$ cat src/rtl/shift_pkg.sv
// Shared encodings and the decoded-operation control word for the shifter-operand pipe.
package shift_pkg;

    localparam int unsigned IMM_AMT_W = 5;
    localparam int unsigned RS_AMT_W  = 8;
    localparam int unsigned DEC_AMT_W = 9;

    typedef enum logic [1:0] {
        SH_LSL = 2'b00,
        SH_LSR = 2'b01,
        SH_ASR = 2'b10,
        SH_ROR = 2'b11
    } shift_t;

    typedef enum logic [1:0] {
        FORM_IMM = 2'b00,
        FORM_REG = 2'b01,
        FORM_ROT = 2'b10,
        FORM_RSV = 2'b11
    } form_t;

    // ovr forces an all-ovr_bit result; cfix_en replaces the network carry with cfix.
    typedef struct packed {
        shift_t sh_type;
        logic   fill;
        logic   ovr;
        logic   ovr_bit;
        logic   cfix_en;
        logic   cfix;
    } dec_ctl_t;

endpackage

$ cat src/rtl/shift_operand_pipe_if.sv
// Request/response bundle between the operand source, the shifter pipe and the ALU.
interface shift_operand_pipe_if
    import shift_pkg::*;
#(
    parameter int unsigned WIDTH = 32
);
    logic                 in_valid;
    logic                 in_ready;
    logic [1:0]           form;
    logic [1:0]           shift_type;
    logic [IMM_AMT_W-1:0] imm_amt;
    logic [RS_AMT_W-1:0]  rs_amt;
    logic [WIDTH-1:0]     operand;
    logic                 carry_in;
    logic                 out_valid;
    logic                 out_ready;
    logic [WIDTH-1:0]     result;
    logic                 carry_out;

    modport master (
        output in_valid, form, shift_type, imm_amt, rs_amt, operand, carry_in, out_ready,
        input  in_ready, out_valid, result, carry_out
    );

    modport slave (
        input  in_valid, form, shift_type, imm_amt, rs_amt, operand, carry_in, out_ready,
        output in_ready, out_valid, result, carry_out
    );
endinterface

$ cat src/rtl/shift_level.sv
// One log-step of the barrel network on {catch_hi, operand, catch_lo}; the catch bits
// collect the last bit shifted out so carry-out falls out of the same mux tree.
module shift_level
    import shift_pkg::*;
#(
    parameter int unsigned WIDTH = 32,
    parameter int unsigned SHIFT = 1
) (
    input  shift_t           sh_type,
    input  logic             en,
    input  logic             fill,
    input  logic [WIDTH+1:0] d,
    output logic [WIDTH+1:0] q
);
    localparam int unsigned DW = WIDTH + 2;

    always_comb begin
        q = d;
        if (en) begin
            case (sh_type)
                SH_LSL:         q = d << SHIFT;
                SH_LSR, SH_ASR: q = {{SHIFT{fill}}, d[DW-1:SHIFT]};
                default:        q = {d[DW-1], d[SHIFT:1], d[WIDTH:SHIFT+1], d[0]};
            endcase
        end
    end
endmodule

$ cat src/rtl/shift_operand_pipe.sv
// Pipelined ARM shifter-operand unit: decode to a normalised shift, log-step network
// split across PIPE_STAGES globally stalled stages, boundary fix-up in the last stage.
module shift_operand_pipe
    import shift_pkg::*;
#(
    parameter int unsigned WIDTH       = 32,
    parameter int unsigned PIPE_STAGES = 2
) (
    input  logic                clk,
    input  logic                rst_n,
    shift_operand_pipe_if.slave bus
);
    localparam int unsigned LOG2W = $clog2(WIDTH);
    localparam int unsigned BASE  = LOG2W / PIPE_STAGES;
    localparam int unsigned DW    = WIDTH + 2;

    logic                 advance;
    logic                 op_sign;
    logic                 dec_keep;
    logic                 dec_rrx;
    logic [DEC_AMT_W-1:0] dec_amt;
    dec_ctl_t             dec_ctl;
    logic [DW-1:0]        dec_d;

    logic [DW-1:0]        stg_d [PIPE_STAGES];
    dec_ctl_t             stg_c [PIPE_STAGES];
    logic [LOG2W-1:0]     stg_a [PIPE_STAGES];
    logic                 stg_v [PIPE_STAGES];

    assign advance      = !bus.out_valid || bus.out_ready;
    assign bus.in_ready = advance;
    assign op_sign      = bus.operand[WIDTH-1];

    // Normalise all three operand forms to {type, amount, rrx, fixed carry}.
    always_comb begin
        dec_ctl         = '0;
        dec_ctl.sh_type = shift_t'(bus.shift_type);
        dec_amt         = DEC_AMT_W'(bus.imm_amt);
        dec_rrx         = 1'b0;
        dec_keep        = 1'b0;
        case (form_t'(bus.form))
            FORM_IMM: begin
                if (bus.imm_amt == '0) begin
                    case (dec_ctl.sh_type)
                        SH_LSL:         dec_keep = 1'b1;
                        SH_LSR, SH_ASR: dec_amt  = DEC_AMT_W'(WIDTH);
                        default: begin
                            dec_ctl.sh_type = SH_LSR;
                            dec_amt         = DEC_AMT_W'(1);
                            dec_rrx         = 1'b1;
                        end
                    endcase
                end
            end
            FORM_REG: begin
                dec_amt  = DEC_AMT_W'(bus.rs_amt);
                dec_keep = (bus.rs_amt == '0);
            end
            FORM_ROT: begin
                dec_ctl.sh_type = SH_ROR;
                dec_amt         = DEC_AMT_W'({bus.imm_amt[3:0], 1'b0});
                dec_keep        = (bus.imm_amt[3:0] == '0);
            end
            default: dec_keep = 1'b1;
        endcase

        if (dec_keep) begin
            dec_ctl.sh_type = SH_ROR;
            dec_amt         = '0;
            dec_ctl.cfix_en = 1'b1;
            dec_ctl.cfix    = bus.carry_in;
        end else if (dec_ctl.sh_type != SH_ROR && dec_amt >= DEC_AMT_W'(WIDTH)) begin
            // Amounts at or past the width bypass the network entirely.
            dec_ctl.ovr     = 1'b1;
            dec_ctl.cfix_en = 1'b1;
            case (dec_ctl.sh_type)
                SH_LSL:  dec_ctl.cfix = (dec_amt == DEC_AMT_W'(WIDTH)) && bus.operand[0];
                SH_LSR:  dec_ctl.cfix = (dec_amt == DEC_AMT_W'(WIDTH)) && op_sign;
                default: begin
                    dec_ctl.ovr_bit = op_sign;
                    dec_ctl.cfix    = op_sign;
                end
            endcase
        end

        dec_ctl.fill = (dec_ctl.sh_type == SH_ASR) && op_sign;
        dec_d        = {dec_rrx ? bus.carry_in : dec_ctl.fill, bus.operand, 1'b0};
    end

    assign stg_d[0] = dec_d;
    assign stg_c[0] = dec_ctl;
    assign stg_a[0] = dec_amt[LOG2W-1:0];
    assign stg_v[0] = bus.in_valid;

    for (genvar s = 0; s < PIPE_STAGES; s++) begin : g_stage
        localparam int unsigned LO = s * BASE;
        localparam int unsigned NL = (s == PIPE_STAGES - 1) ? LOG2W - LO : BASE;

        logic [DW-1:0] lvl [NL+1];

        assign lvl[0] = stg_d[s];

        for (genvar l = 0; l < NL; l++) begin : g_lvl
            shift_level #(
                .WIDTH (WIDTH),
                .SHIFT (1 << (LO + l))
            ) u_level (
                .sh_type (stg_c[s].sh_type),
                .en      (stg_a[s][LO+l]),
                .fill    (stg_c[s].fill),
                .d       (lvl[l]),
                .q       (lvl[l+1])
            );
        end

        if (s < PIPE_STAGES - 1) begin : g_mid
            logic [DW-1:0]    d_q;
            dec_ctl_t         c_q;
            logic [LOG2W-1:0] a_q;
            logic             v_q;

            always_ff @(posedge clk or negedge rst_n) begin
                if (!rst_n) begin
                    v_q <= 1'b0;
                    d_q <= '0;
                    c_q <= '0;
                    a_q <= '0;
                end else if (advance) begin
                    v_q <= stg_v[s];
                    d_q <= lvl[NL];
                    c_q <= stg_c[s];
                    a_q <= stg_a[s];
                end
            end

            assign stg_d[s+1] = d_q;
            assign stg_c[s+1] = c_q;
            assign stg_a[s+1] = a_q;
            assign stg_v[s+1] = v_q;
        end else begin : g_last
            logic [WIDTH-1:0] fin_res;
            logic             fin_c;

            // Carry is whichever catch bit the shift direction fills; overrides win.
            always_comb begin
                fin_res = lvl[NL][WIDTH:1];
                case (stg_c[s].sh_type)
                    SH_LSL:  fin_c = lvl[NL][DW-1];
                    SH_ROR:  fin_c = lvl[NL][WIDTH];
                    default: fin_c = lvl[NL][0];
                endcase
                if (stg_c[s].ovr) begin
                    fin_res = {WIDTH{stg_c[s].ovr_bit}};
                end
                if (stg_c[s].cfix_en) begin
                    fin_c = stg_c[s].cfix;
                end
            end

            always_ff @(posedge clk or negedge rst_n) begin
                if (!rst_n) begin
                    bus.out_valid <= 1'b0;
                    bus.result    <= '0;
                    bus.carry_out <= 1'b0;
                end else if (advance) begin
                    bus.out_valid <= stg_v[s];
                    if (stg_v[s]) begin
                        bus.result    <= fin_res;
                        bus.carry_out <= fin_c;
                    end
                end
            end
        end
    end
endmodule
$ cat src/flat_wrapper.sv
// flat-port wrapper written by rule: the top's interface ports become plain ports
module shift_operand_pipe_flat import shift_pkg::*;
#(
    parameter int unsigned WIDTH       = 32,
    parameter int unsigned PIPE_STAGES = 2
)
  (clk, rst_n, bus_in_valid, bus_form, bus_shift_type, bus_imm_amt, bus_rs_amt, bus_operand, bus_carry_in, bus_out_ready, bus_in_ready, bus_out_valid, bus_result, bus_carry_out);
  shift_operand_pipe_if #(.WIDTH(WIDTH)) bus_i ();
  input  logic clk;
  input  logic rst_n;
  input wire logic [$bits(bus_i.in_valid)-1:0] bus_in_valid;
  input wire logic [$bits(bus_i.form)-1:0] bus_form;
  input wire logic [$bits(bus_i.shift_type)-1:0] bus_shift_type;
  input wire logic [$bits(bus_i.imm_amt)-1:0] bus_imm_amt;
  input wire logic [$bits(bus_i.rs_amt)-1:0] bus_rs_amt;
  input wire logic [$bits(bus_i.operand)-1:0] bus_operand;
  input wire logic [$bits(bus_i.carry_in)-1:0] bus_carry_in;
  input wire logic [$bits(bus_i.out_ready)-1:0] bus_out_ready;
  output wire logic [$bits(bus_i.in_ready)-1:0] bus_in_ready;
  output wire logic [$bits(bus_i.out_valid)-1:0] bus_out_valid;
  output wire logic [$bits(bus_i.result)-1:0] bus_result;
  output wire logic [$bits(bus_i.carry_out)-1:0] bus_carry_out;
  assign bus_i.in_valid = bus_in_valid;
  assign bus_i.form = bus_form;
  assign bus_i.shift_type = bus_shift_type;
  assign bus_i.imm_amt = bus_imm_amt;
  assign bus_i.rs_amt = bus_rs_amt;
  assign bus_i.operand = bus_operand;
  assign bus_i.carry_in = bus_carry_in;
  assign bus_i.out_ready = bus_out_ready;
  assign bus_in_ready = bus_i.in_ready;
  assign bus_out_valid = bus_i.out_valid;
  assign bus_result = bus_i.result;
  assign bus_carry_out = bus_i.carry_out;
  shift_operand_pipe #(.WIDTH(WIDTH), .PIPE_STAGES(PIPE_STAGES)) u_core (.clk(clk), .rst_n(rst_n), .bus(bus_i));
endmodule
$ cat config.mk
export PLATFORM = sky130hd
export DESIGN_NAME = shift_operand_pipe_flat
export DESIGN_NICKNAME = d
export VERILOG_FILES = /design/src/rtl/shift_pkg.sv /design/src/rtl/shift_operand_pipe_if.sv /design/src/rtl/shift_level.sv /design/src/rtl/shift_operand_pipe.sv /design/src/flat_wrapper.sv
export SDC_FILE = /design/constraint.sdc
export NUM_CORES = 1
export LEC_CHECK = 0
export ABC_AREA = 0
export BUFFER_PORTS_ARGS = -buffer_cell sky130_fd_sc_hd__buf_2
export CAP_MARGIN = 5
export CORE_ASPECT_RATIO = 0.9
export CORE_MARGIN = 2
export CORE_UTILIZATION = 45
export CTS_CLUSTER_SIZE = 24
export DETAILED_ROUTE_END_ITERATION = 7
export PLACE_DENSITY = 0.62
export SYNTH_ARGS = -nofsm -noshare
export SYNTH_HDL_FRONTEND = slang
export SYNTH_SLANG_ARGS = --single-unit
$ cat constraint.sdc
create_clock -name clk -period 3.5 [get_ports clk]
set_input_delay 0.175 -clock clk [delete_from_list [all_inputs] [get_ports clk]]
set_output_delay 0.175 -clock clk [all_outputs]
set_load 0.02 [all_outputs]
==> reports/results.ini <==
[drt]
routed_via_density=6.929
vias=9202
drt_iter0_drc=1101
dr.pass1.iters=6
avgRoutedWirePerCell_um=22.06
drt-total-wl_mm=29.29
drc_errors=0
ant_nets=0

[min_path]
holdCritPathClass=in2reg
hold_depth=3

[outcome]
status=complete, no violations

[sta]
hold_viol=0
setup_ws_ns=0.4137
relSlewSlack_pct=26.58
clock_skew_ns=0.007962
setup_viol_count_final=0
period_share_pct=88.18
final.min_clock_period_ns=3.086
fin_tns_setup_ns=0
finalMaxSlewViolations=0
tightestPinTransition_ns=1.097
max_freq_mhz=324.0
rsz0062_at_grt=false

[logic_synthesis]
synth_edf_count=0
syn_area_per_cell_um2=7.170
synth_seq_area_share_pct=25.91
syn_area_um2=7629
synth_ff_type=dfrtp_1
yosys_warnings=0
synthCells=1064
ys_top_cells_by_count=a21oi_1, nor2_1, o21ai_0, nand2_1, clkbuf_1
yosysTopAreaCell=dfrtp_1
synth_nets=1126
yosysTopAreaCellShare_pct=25.91
synth.distinct_cells=66
yosys_register_bits=79
ys_top_cells_by_area=dfrtp_1, a21oi_1, o21ai_0, nor2_1, nand2_1
yosysMostFrequentCell=a21oi_1
async_flop_share_pct=100.0

[global_route]
grt_usage_pct=32.28
grt_max_degree=63
grt_pass1_wl_mm=46.22
grt_overflow=0
antenna_found_initial=0
grt_pass1_vias=8221

[run]
drv_cap=0

[pwr]
total_power_uw=4976
peakVddDrop_mv=0.3098
powerDensity_nw_per_um2=571.0
p_leak_uw=0.003409

[clock_network]
cts.sinks=79
tritoncts=built
htree_levels=3
numCtsBuffers=9
clock_latency_ns=0.35
postCtsSetupRepairBufs=0
root_buffer=clkbuf_16
clkTransAtPathRegs_ns=0.06
ctsResizeCount=0
cts_buffer_depth=2

[setup_path]
start_kind=flip-flop
critical_path_class=reg2reg
worst_r2r_path_depth=9
r2r_slack_ns=0.41
path_cells=inv_1 -> ha_1 -> buf_4 -> nand2_1 -> o21ai_0 -> nor2_1 -> o21ai_0 -> o211ai_1 -> a21oi_1
worstPathRequired_ns=3.68
endpoint_kind=flip-flop
r2r-start=u_core.g_stage[0].g_mid.c_q[6]
crit_top_cell=o21ai_0
crit_end=u_core.bus.result[21]
worstReg2RegEnd=u_core.bus.result[21]
arrival_ns=3.26
startpoint=u_core.g_stage[0].g_mid.c_q[6]
slowest_delay_ns=0.80
crit_slowest_cell=nor2_1
crit_fanout=21

[floorplan]
io_pins=89
rows=45
start_util_pct=45.62
die_w_um=141.2
dieHeight_um=127.5
die_area_um2=18010
core_um2=16720

[final_layout]
drive_above_1_share_pct=15.49
antenna_cells=0
post-route-util_pct=52.11
layout.nets=1174
area_growth_pct=14.22

[place]
place_congestion=0.9313
numPortBuffers=88
dp_slack_ns=0.1198
dp_hpwl_mm=21.22

state kept, by name, summed over array words and instances (netlist names):
signal                    count
u_core.bus.carry_out          1
u_core.bus.out_valid          1
u_core.bus.result            32
u_core.g_stage.g_mid.a_q      3
u_core.g_stage.g_mid.c_q      7
u_core.g_stage.g_mid.d_q     34
u_core.g_stage.g_mid.v_q      1
logic make-up (layout without fill, tap and decap cells):
group                      count (synthesis)  after routing  share of synthesized area, %
muxes                                      9              9                         1.197
buffers and inverters                    132            185                         6.626
adders and majority gates                  8              8                         1.312
AOI/OAI and AO/OA                        490            490                         43.71
and+or+nand+nor                          346            346                         21.24
DFF                                       79             79                         25.91
repair_timing:
| item | in CTS | in global routing |
|---|---|---|
| endpoints found under the hold margin | 61 | 0 |
| hold buffers | 1 | 0 |
| setup endpoints to repair | 0 | 0 |
stage by stage:
step	area [um^2]	cells	hold WS [ns]
2_1_floorplan	7635	1064	-0.1206
3_3_place_gp	8386	1311	0.3130
3_5_place_dp	8386	1311	0.3152
4_1_cts	8713	1328	0.03133
5_1_grt	8713	1328	0.06626
6_report	8713	1328	0.03792
placed cells by master (no fill, tap or decap), drive strengths merged, types with 16 or more instances in the layout:
cell    count
o211ai     16
buf       139
nor3       27
o221ai     18
nor2      112
o21ai     105
dfrtp      79
nand2      94
inv        28
nand3      27
a31oi      32
nand2b     20
a21oi     114
a221oi     36
nand3b     16
a22oi      32
worst min-delay path by stage:
stage / to / slack, ns / from
6_report: u_core.g_stage[0].g_mid.v_q / 0.04 / bus_in_valid
5_1_grt: u_core.g_stage[0].g_mid.v_q / 0.07 / bus_in_valid
4_1_cts: u_core.g_stage[0].g_mid.v_q / 0.03 / bus_in_valid
3_5_place_dp: u_core.bus.result[15] / 0.32 / rst_n
3_3_place_gp: u_core.bus.result[15] / 0.31 / rst_n
2_1_floorplan: u_core.bus.carry_out / -0.12 / rst_n
critical path: cells and delay by family (launching register included):
family / cells / cell delay [ns]
simple gates: 2 / 0.97
compound gates: 4 / 0.69
fa+ha+maj: 1 / 0.48
flops: 1 / 0.40
buf+inv: 2 / 0.37
report_power, final:
part | switching [uW] | leakage, uW | internal, uW | total (uW)
sequential | 304 | 0.000935 | 1190 | 1500
clock | 380 | 0.000150 | 645 | 1030
combinational | 1580 | 0.00232 | 873 | 2450
per-layer routing:
| metal | up-vias | share of wire [%] | GRT usage [%] |
|---|---|---|---|
| met1 | 4399 | 43 | 46.80 |
| met2 | 539 | 43 | 47.34 |
| met3 | 78 | 9.9 | 6.484 |
| met5 | - | 0 | 0 |
| met4 | 0 | 3.8 | 12.41 |
| li1 | 4186 | - | - |
area by class of cell:
class | count | area [um^2]
clock buffers | 13 | 250.2
well taps | 211 | 264.0
clock inverters | 3 | 67.56
flip-flops and latches | 79 | 1978
inverters | 29 | 108.9
fillers | 1690 | 8009
repair buffers | 140 | 873.3
multi-input cells | 853 | 5171
Power figures use the tool's default switching activity.
